===== config.mk =====
export PLATFORM = sky130hd
export DESIGN_NAME = pad_gpio_ctrl
export DESIGN_NICKNAME = d
export VERILOG_FILES = /design/src/rtl/pad_gpio_pkg.sv /design/src/rtl/pad_gpio_filter.sv /design/src/rtl/pad_gpio_ctrl.sv
export SDC_FILE = /design/constraint.sdc
export NUM_CORES = 1
export LEC_CHECK = 0
export ABC_AREA = 1
export CORE_MARGIN = 3
export CORE_UTILIZATION = 45
export DETAILED_ROUTE_END_ITERATION = 8
export PLACE_DENSITY_LB_ADDON = 0.3
export SLEW_MARGIN = 20
export SYNTH_ARGS = -nofsm -noshare
export SYNTH_HDL_FRONTEND = slang
export SYNTH_SLANG_ARGS = --single-unit

===== constraint.sdc =====
create_clock -name clk_i -period 5.5 [get_ports clk_i]
set_clock_uncertainty 0.1 [all_clocks]
set_input_delay 1.1 -clock clk_i [delete_from_list [all_inputs] [get_ports clk_i]]
set_output_delay 1.1 -clock clk_i [all_outputs]
set_load 0.01 [all_outputs]

===== src/rtl/pad_gpio_pkg.sv =====
// Shared types and defaults for the per-pad GPIO controller.
// Holds pad drive configuration, filter event encoding and the pad drive decode.
package pad_gpio_pkg;

  localparam int unsigned DefCntWidth   = 8;
  localparam int unsigned DefSyncStages = 2;

  typedef struct packed {
    logic out;
    logic dir;
    logic od;
  } pad_cfg_t;

  typedef enum logic [1:0] {
    EvtNone = 2'd0,
    EvtRise = 2'd1,
    EvtFall = 2'd2
  } irq_evt_e;

  // Returns {pad IN, pad OEN}; open-drain only ever pulls low, releasing for a 1.
  function automatic logic [1:0] pad_drive(input pad_cfg_t cfg);
    logic in_v;
    logic oen_v;
    if (cfg.od) begin
      in_v  = 1'b0;
      oen_v = ~cfg.dir | cfg.out;
    end else begin
      in_v  = cfg.out;
      oen_v = ~cfg.dir;
    end
    return {in_v, oen_v};
  endfunction

endpackage


===== src/rtl/pad_gpio_filter.sv =====
// One pad's input path: synchronizer, debounce filter and accepted-edge event.
// The event is combinational so interrupt pending updates on the same edge as the level.
module pad_gpio_filter
  import pad_gpio_pkg::*;
#(
  parameter int unsigned CntWidth   = DefCntWidth,
  parameter int unsigned SyncStages = DefSyncStages
) (
  input  logic                clk_i,
  input  logic                rst_i,
  input  logic                pad_i,
  input  logic [CntWidth-1:0] thresh_i,
  output logic                level_o,
  output irq_evt_e            evt_o
);

  logic [SyncStages-1:0] sync_q;
  logic                  sync_bit;
  logic                  st_q, st_d;
  logic [CntWidth-1:0]   cnt_q, cnt_d;
  logic [CntWidth:0]     thr_eff;
  logic [CntWidth:0]     cnt_inc;

  always_ff @(posedge clk_i or posedge rst_i) begin
    if (rst_i) begin
      sync_q <= '0;
      st_q   <= 1'b0;
      cnt_q  <= '0;
    end else begin
      sync_q <= {sync_q[SyncStages-2:0], pad_i};
      st_q   <= st_d;
      cnt_q  <= cnt_d;
    end
  end

  assign sync_bit = sync_q[SyncStages-1];

  // One extra bit keeps cnt+1 from wrapping before the compare.
  always_comb begin
    thr_eff = (thresh_i == '0) ? {{CntWidth{1'b0}}, 1'b1} : {1'b0, thresh_i};
    cnt_inc = {1'b0, cnt_q} + {{CntWidth{1'b0}}, 1'b1};
    st_d    = st_q;
    cnt_d   = cnt_q;
    evt_o   = EvtNone;
    if (sync_bit == st_q) begin
      cnt_d = '0;
    end else if (cnt_inc >= thr_eff) begin
      st_d  = sync_bit;
      cnt_d = '0;
      evt_o = sync_bit ? EvtRise : EvtFall;
    end else begin
      cnt_d = cnt_inc[CntWidth-1:0];
    end
  end

  assign level_o = st_q;

endmodule


===== src/rtl/pad_gpio_ctrl.sv =====
// Per-pad GPIO controller: registered pad drive, debounced pad readback and
// sticky edge interrupts, placed between the GPIO register file and the pad cells.
module pad_gpio_ctrl
  import pad_gpio_pkg::*;
#(
  parameter int unsigned NumPads    = 8,
  parameter int unsigned CntWidth   = DefCntWidth,
  parameter int unsigned SyncStages = DefSyncStages
) (
  input  logic                clk_i,
  input  logic                rst_i,
  input  logic [NumPads-1:0]  gpio_out_i,
  input  logic [NumPads-1:0]  gpio_dir_i,
  input  logic [NumPads-1:0]  gpio_od_i,
  input  logic [CntWidth-1:0] db_thresh_i,
  input  logic [NumPads-1:0]  irq_rise_en_i,
  input  logic [NumPads-1:0]  irq_fall_en_i,
  input  logic [NumPads-1:0]  irq_clr_i,
  input  logic [NumPads-1:0]  pad_out_i,
  output logic [NumPads-1:0]  pad_in_o,
  output logic [NumPads-1:0]  pad_oen_o,
  output logic [NumPads-1:0]  gpio_in_o,
  output logic [NumPads-1:0]  irq_pending_o,
  output logic                irq_o
);

  logic [NumPads-1:0] pad_in_q, pad_in_d;
  logic [NumPads-1:0] pad_oen_q, pad_oen_d;
  logic [NumPads-1:0] pend_q, pend_d;
  logic [NumPads-1:0] evt_set;
  irq_evt_e           evt [NumPads];

  always_comb begin
    pad_in_d  = '0;
    pad_oen_d = '1;
    for (int i = 0; i < NumPads; i++) begin
      pad_cfg_t   cfg;
      logic [1:0] drv;
      cfg.out      = gpio_out_i[i];
      cfg.dir      = gpio_dir_i[i];
      cfg.od       = gpio_od_i[i];
      drv          = pad_drive(cfg);
      pad_in_d[i]  = drv[1];
      pad_oen_d[i] = drv[0];
    end
  end

  for (genvar g = 0; g < NumPads; g++) begin : g_filt
    pad_gpio_filter #(
      .CntWidth   (CntWidth),
      .SyncStages (SyncStages)
    ) u_filt (
      .clk_i    (clk_i),
      .rst_i    (rst_i),
      .pad_i    (pad_out_i[g]),
      .thresh_i (db_thresh_i),
      .level_o  (gpio_in_o[g]),
      .evt_o    (evt[g])
    );
  end

  // Set has priority over a coincident clear.
  always_comb begin
    evt_set = '0;
    for (int i = 0; i < NumPads; i++) begin
      evt_set[i] = ((evt[i] == EvtRise) && irq_rise_en_i[i]) ||
                   ((evt[i] == EvtFall) && irq_fall_en_i[i]);
    end
    pend_d = (pend_q & ~irq_clr_i) | evt_set;
  end

  always_ff @(posedge clk_i or posedge rst_i) begin
    if (rst_i) begin
      pad_in_q  <= '0;
      pad_oen_q <= '1;
      pend_q    <= '0;
    end else begin
      pad_in_q  <= pad_in_d;
      pad_oen_q <= pad_oen_d;
      pend_q    <= pend_d;
    end
  end

  assign pad_in_o      = pad_in_q;
  assign pad_oen_o     = pad_oen_q;
  assign irq_pending_o = pend_q;
  assign irq_o         = |pend_q;

endmodule


==> out/results.ini <==
[min_path]
hold_path_class = register to register

[layout]
nets = 996
ff_latch_area_sq_um = 2810
layout_commonest_cell = nand2_1
multiInputGateArea_sq_um = 3010
fillers = 1239
final_cell_mix = 189 x nand2_1, 127 x inv_1, 104 x dfrtp_1
antenna_cells = 0
drive_gt1_frac = 0.0683
synthToLayoutAreaGrowth_pct = 23.1

[global_route]
grt_pass1_vias = 4992
top_usage_layer = met2
met2_usage = 0.300
grt_usage = 0.174
grt_pass1_wl_um = 22400
met1_usage = 0.212
grt_max_degree = 45
antenna_found_initial = 0
grtUsageMet3 = 0.0563
overflow = 0

[drt]
drt_iter0_markers = 176
vias_per_cell = 4.78
antenna_left = 0
drc = 0
firstDrtPassIters = 4
num_vias = 5040
wl_per_cell_um = 12.2
wl_um = 12800

[timing]
finalHoldViolCount = 0
max-slew-margin-rel = 0.537
worstMarginPinSlew_ns = 0.689
finalCritPeriodShare = 0.666
max_freq_mhz = 273
fin_crit_ns = 3.66
setup_tns_ns = 0
rsz0062_at_grt = false
finalSetupViolations = 0
slew_violations = 0

[clock_network]
cts_hold_buffers = 0
cts.sink_count = 112
clk_pin_slew_ns = 0.06
h-tree-depth = 3
clock_latency_ns = 0.35
root_buffer = clkbuf_16
clockBufferDepth = 2
cts_resized = 0
cts_tree = built
numCtsBuffers = 9
cts_setup_buffers = 0

[worst_setup_path]
reg2reg_from = g_filt[7].u_filt.cnt_q[0]
cp-start-kind = input port
endpoint_kind = register
critPathLaunch = db_thresh_i[2]
reg2reg_depth = 10
setup.worst_path.class = input port to register
worstPathArrival_ns = 3.83
r2r_slack_ns = 3.08
crit_end = g_filt[1].u_filt.cnt_q[4]
r2r-end = g_filt[7].u_filt.cnt_q[2]
cp_data_required_time_ns = 5.67
critical_path_peak_fanout = 10

[synth]
syn_area_per_cell_sq_um = 8.28
synth_cell_types = 38
seq_area_frac_synth = 0.441
synth.cell_area_sq_um = 6380
synth_seq_cells = 112
syn-num-nets = 894
synth_warnings = 0
synthCells = 771

[run_status]
status = complete, no violations

[placed_design]
place_congestion = 0.808
hpwl_um = 9790
io_buffers = 98

[floorplanning]
chipHeight_um = 125
die_x_um = 125
rows = 42
io_pins = 99
core_sq_um = 13600
dieArea_sq_um = 15700
initial_core_util = 0.471

[job]
cap_violations = 0

[power]
ir_drop_v = 0.000188
power_mw = 2.42
powerDensity_nw_per_um2 = 308
p_leak_nw = 4.12

==> logic make-up (layout without fill, tap and decap cells) <==
group           count (synthesis)  in the layout  share of synthesized area
simple gates                  380            380                      0.267
buf+inv                       139            246                     0.0882
flops                         112            112                      0.441
fa+ha+maj                      57             57                      0.112
compound gates                 51             51                     0.0482
xor+xnor                       32             32                     0.0439
==> sequential cells by signal, summed over array words and instances, names as in the netlist <==
signal                 count
irq_pending_o              8
pad_in_o                   8
g_filt.u_filt.level_o      8
g_filt.u_filt.cnt_q       64
g_filt.u_filt.sync_q      16
pad_oen_o                  8
==> where the power goes <==
| group | internal [mW] | total (mW) | switching, mW | leakage, nW |
|---|---|---|---|---|
| Combinational | 0.319 | 0.684 | 0.365 | 2.50 |
| Sequential | 0.930 | 1.03 | 0.100 | 1.47 |
| Clock | 0.411 | 0.704 | 0.292 | 0.152 |
==> synthesized netlist by cell type <==
library cell	instances	share of area
nand2_1	189	0.11
inv_1	128	0.075
dfrtp_1	104	0.41
nor2_1	90	0.053
ha_1	57	0.11
nand3_1	39	0.031
xor2_1	22	0.030
a21oi_1	18	0.014
nand4_1	12	0.012
o21ai_0	12	0.0094
nand3_2	10	0.016
xnor2_1	10	0.014
buf_4	8	0.0094
dfstp_2	8	0.033
nor3_1	8	0.0063
or2_2	7	0.0069
nand3b_1	6	0.0071
a21boi_1	4	0.0047
a31oi_1	4	0.0039
nand2_2	4	0.0039
nor2_2	4	0.0039
o21bai_1	4	0.0047
nand3_4	3	0.0082
nor3b_1	3	0.0035
nor4_1	3	0.0029
a21boi_0	2	0.0024
a21oi_2	1	0.0014
a31o_2	1	0.0014
a41o_1	1	0.0016
a41oi_1	1	0.0014
buf_2	1	0.00078
buf_6	1	0.0018
inv_4	1	0.00098
nor2_4	1	0.0018
o21a_1	1	0.0012
o21ai_1	1	0.00078
o21ai_2	1	0.0014
or2_1	1	0.00098
==> worst min path at each step <==
stage | endpoint | cells past startpoint | from
2_1_floorplan | g_filt[0].u_filt.sync_q[1] | 0 | g_filt[0].u_filt.sync_q[0]
3_3_place_gp | g_filt[1].u_filt.sync_q[1] | 0 | g_filt[1].u_filt.sync_q[0]
3_5_place_dp | g_filt[5].u_filt.sync_q[1] | 0 | g_filt[5].u_filt.sync_q[0]
4_1_cts | g_filt[5].u_filt.sync_q[1] | 0 | g_filt[5].u_filt.sync_q[0]
5_1_grt | g_filt[5].u_filt.sync_q[1] | 0 | g_filt[5].u_filt.sync_q[0]
6_report | g_filt[5].u_filt.sync_q[1] | 0 | g_filt[5].u_filt.sync_q[0]
==> cell type report <==
class	count	area share
Multi-Input combinational cell	520	0.383
Clock buffer	11	0.0309
Timing Repair Buffer	101	0.128
Tap cell	176	0.0280
Inverter	129	0.0623
Sequential cell	112	0.358
Clock inverter	5	0.0102
==> critical path: stages <==
cell	delay, ns
clkdlybuf4s50_1	0.67
nor4_1	0.35
a41o_1	0.42
ha_1	0.30
o21a_1	0.18
nor2_1	0.07
o21ai_0	0.08
nand2_1	0.08
nand2_1	0.06
nand2_1	0.06
nand2_1	0.05
nand3_1	0.11
nand3_2	0.16
nor2_1	0.15
==> routing by layer <==
| layer | vias to the layer above | share of wire |
|---|---|---|
| met5 | - | 0 |
| met4 | 0 | 0.015 |
| met3 | 12 | 0.063 |
| met2 | 105 | 0.48 |
| met1 | 2295 | 0.44 |
| li1 | 2628 | - |
==> stage by stage <==
step / instances / utilization / hold slack [ns] / setup slack (ns) / instance area, sq um
after floorplan: 771 / - / 0.231 / 1.35 / 6380
after global placement: 1038 / 0.556 / 0.231 / 1.58 / 7530
after detailed placement: 1038 / 0.556 / 0.236 / 1.46 / 7530
after CTS: 1054 / 0.580 / 0.251 / 1.82 / 7860
after global routing: 1054 / 0.580 / 0.252 / 1.55 / 7860
final: 1054 / 0.580 / 0.251 / 1.84 / 7860
Power figures use the tool's default switching activity.
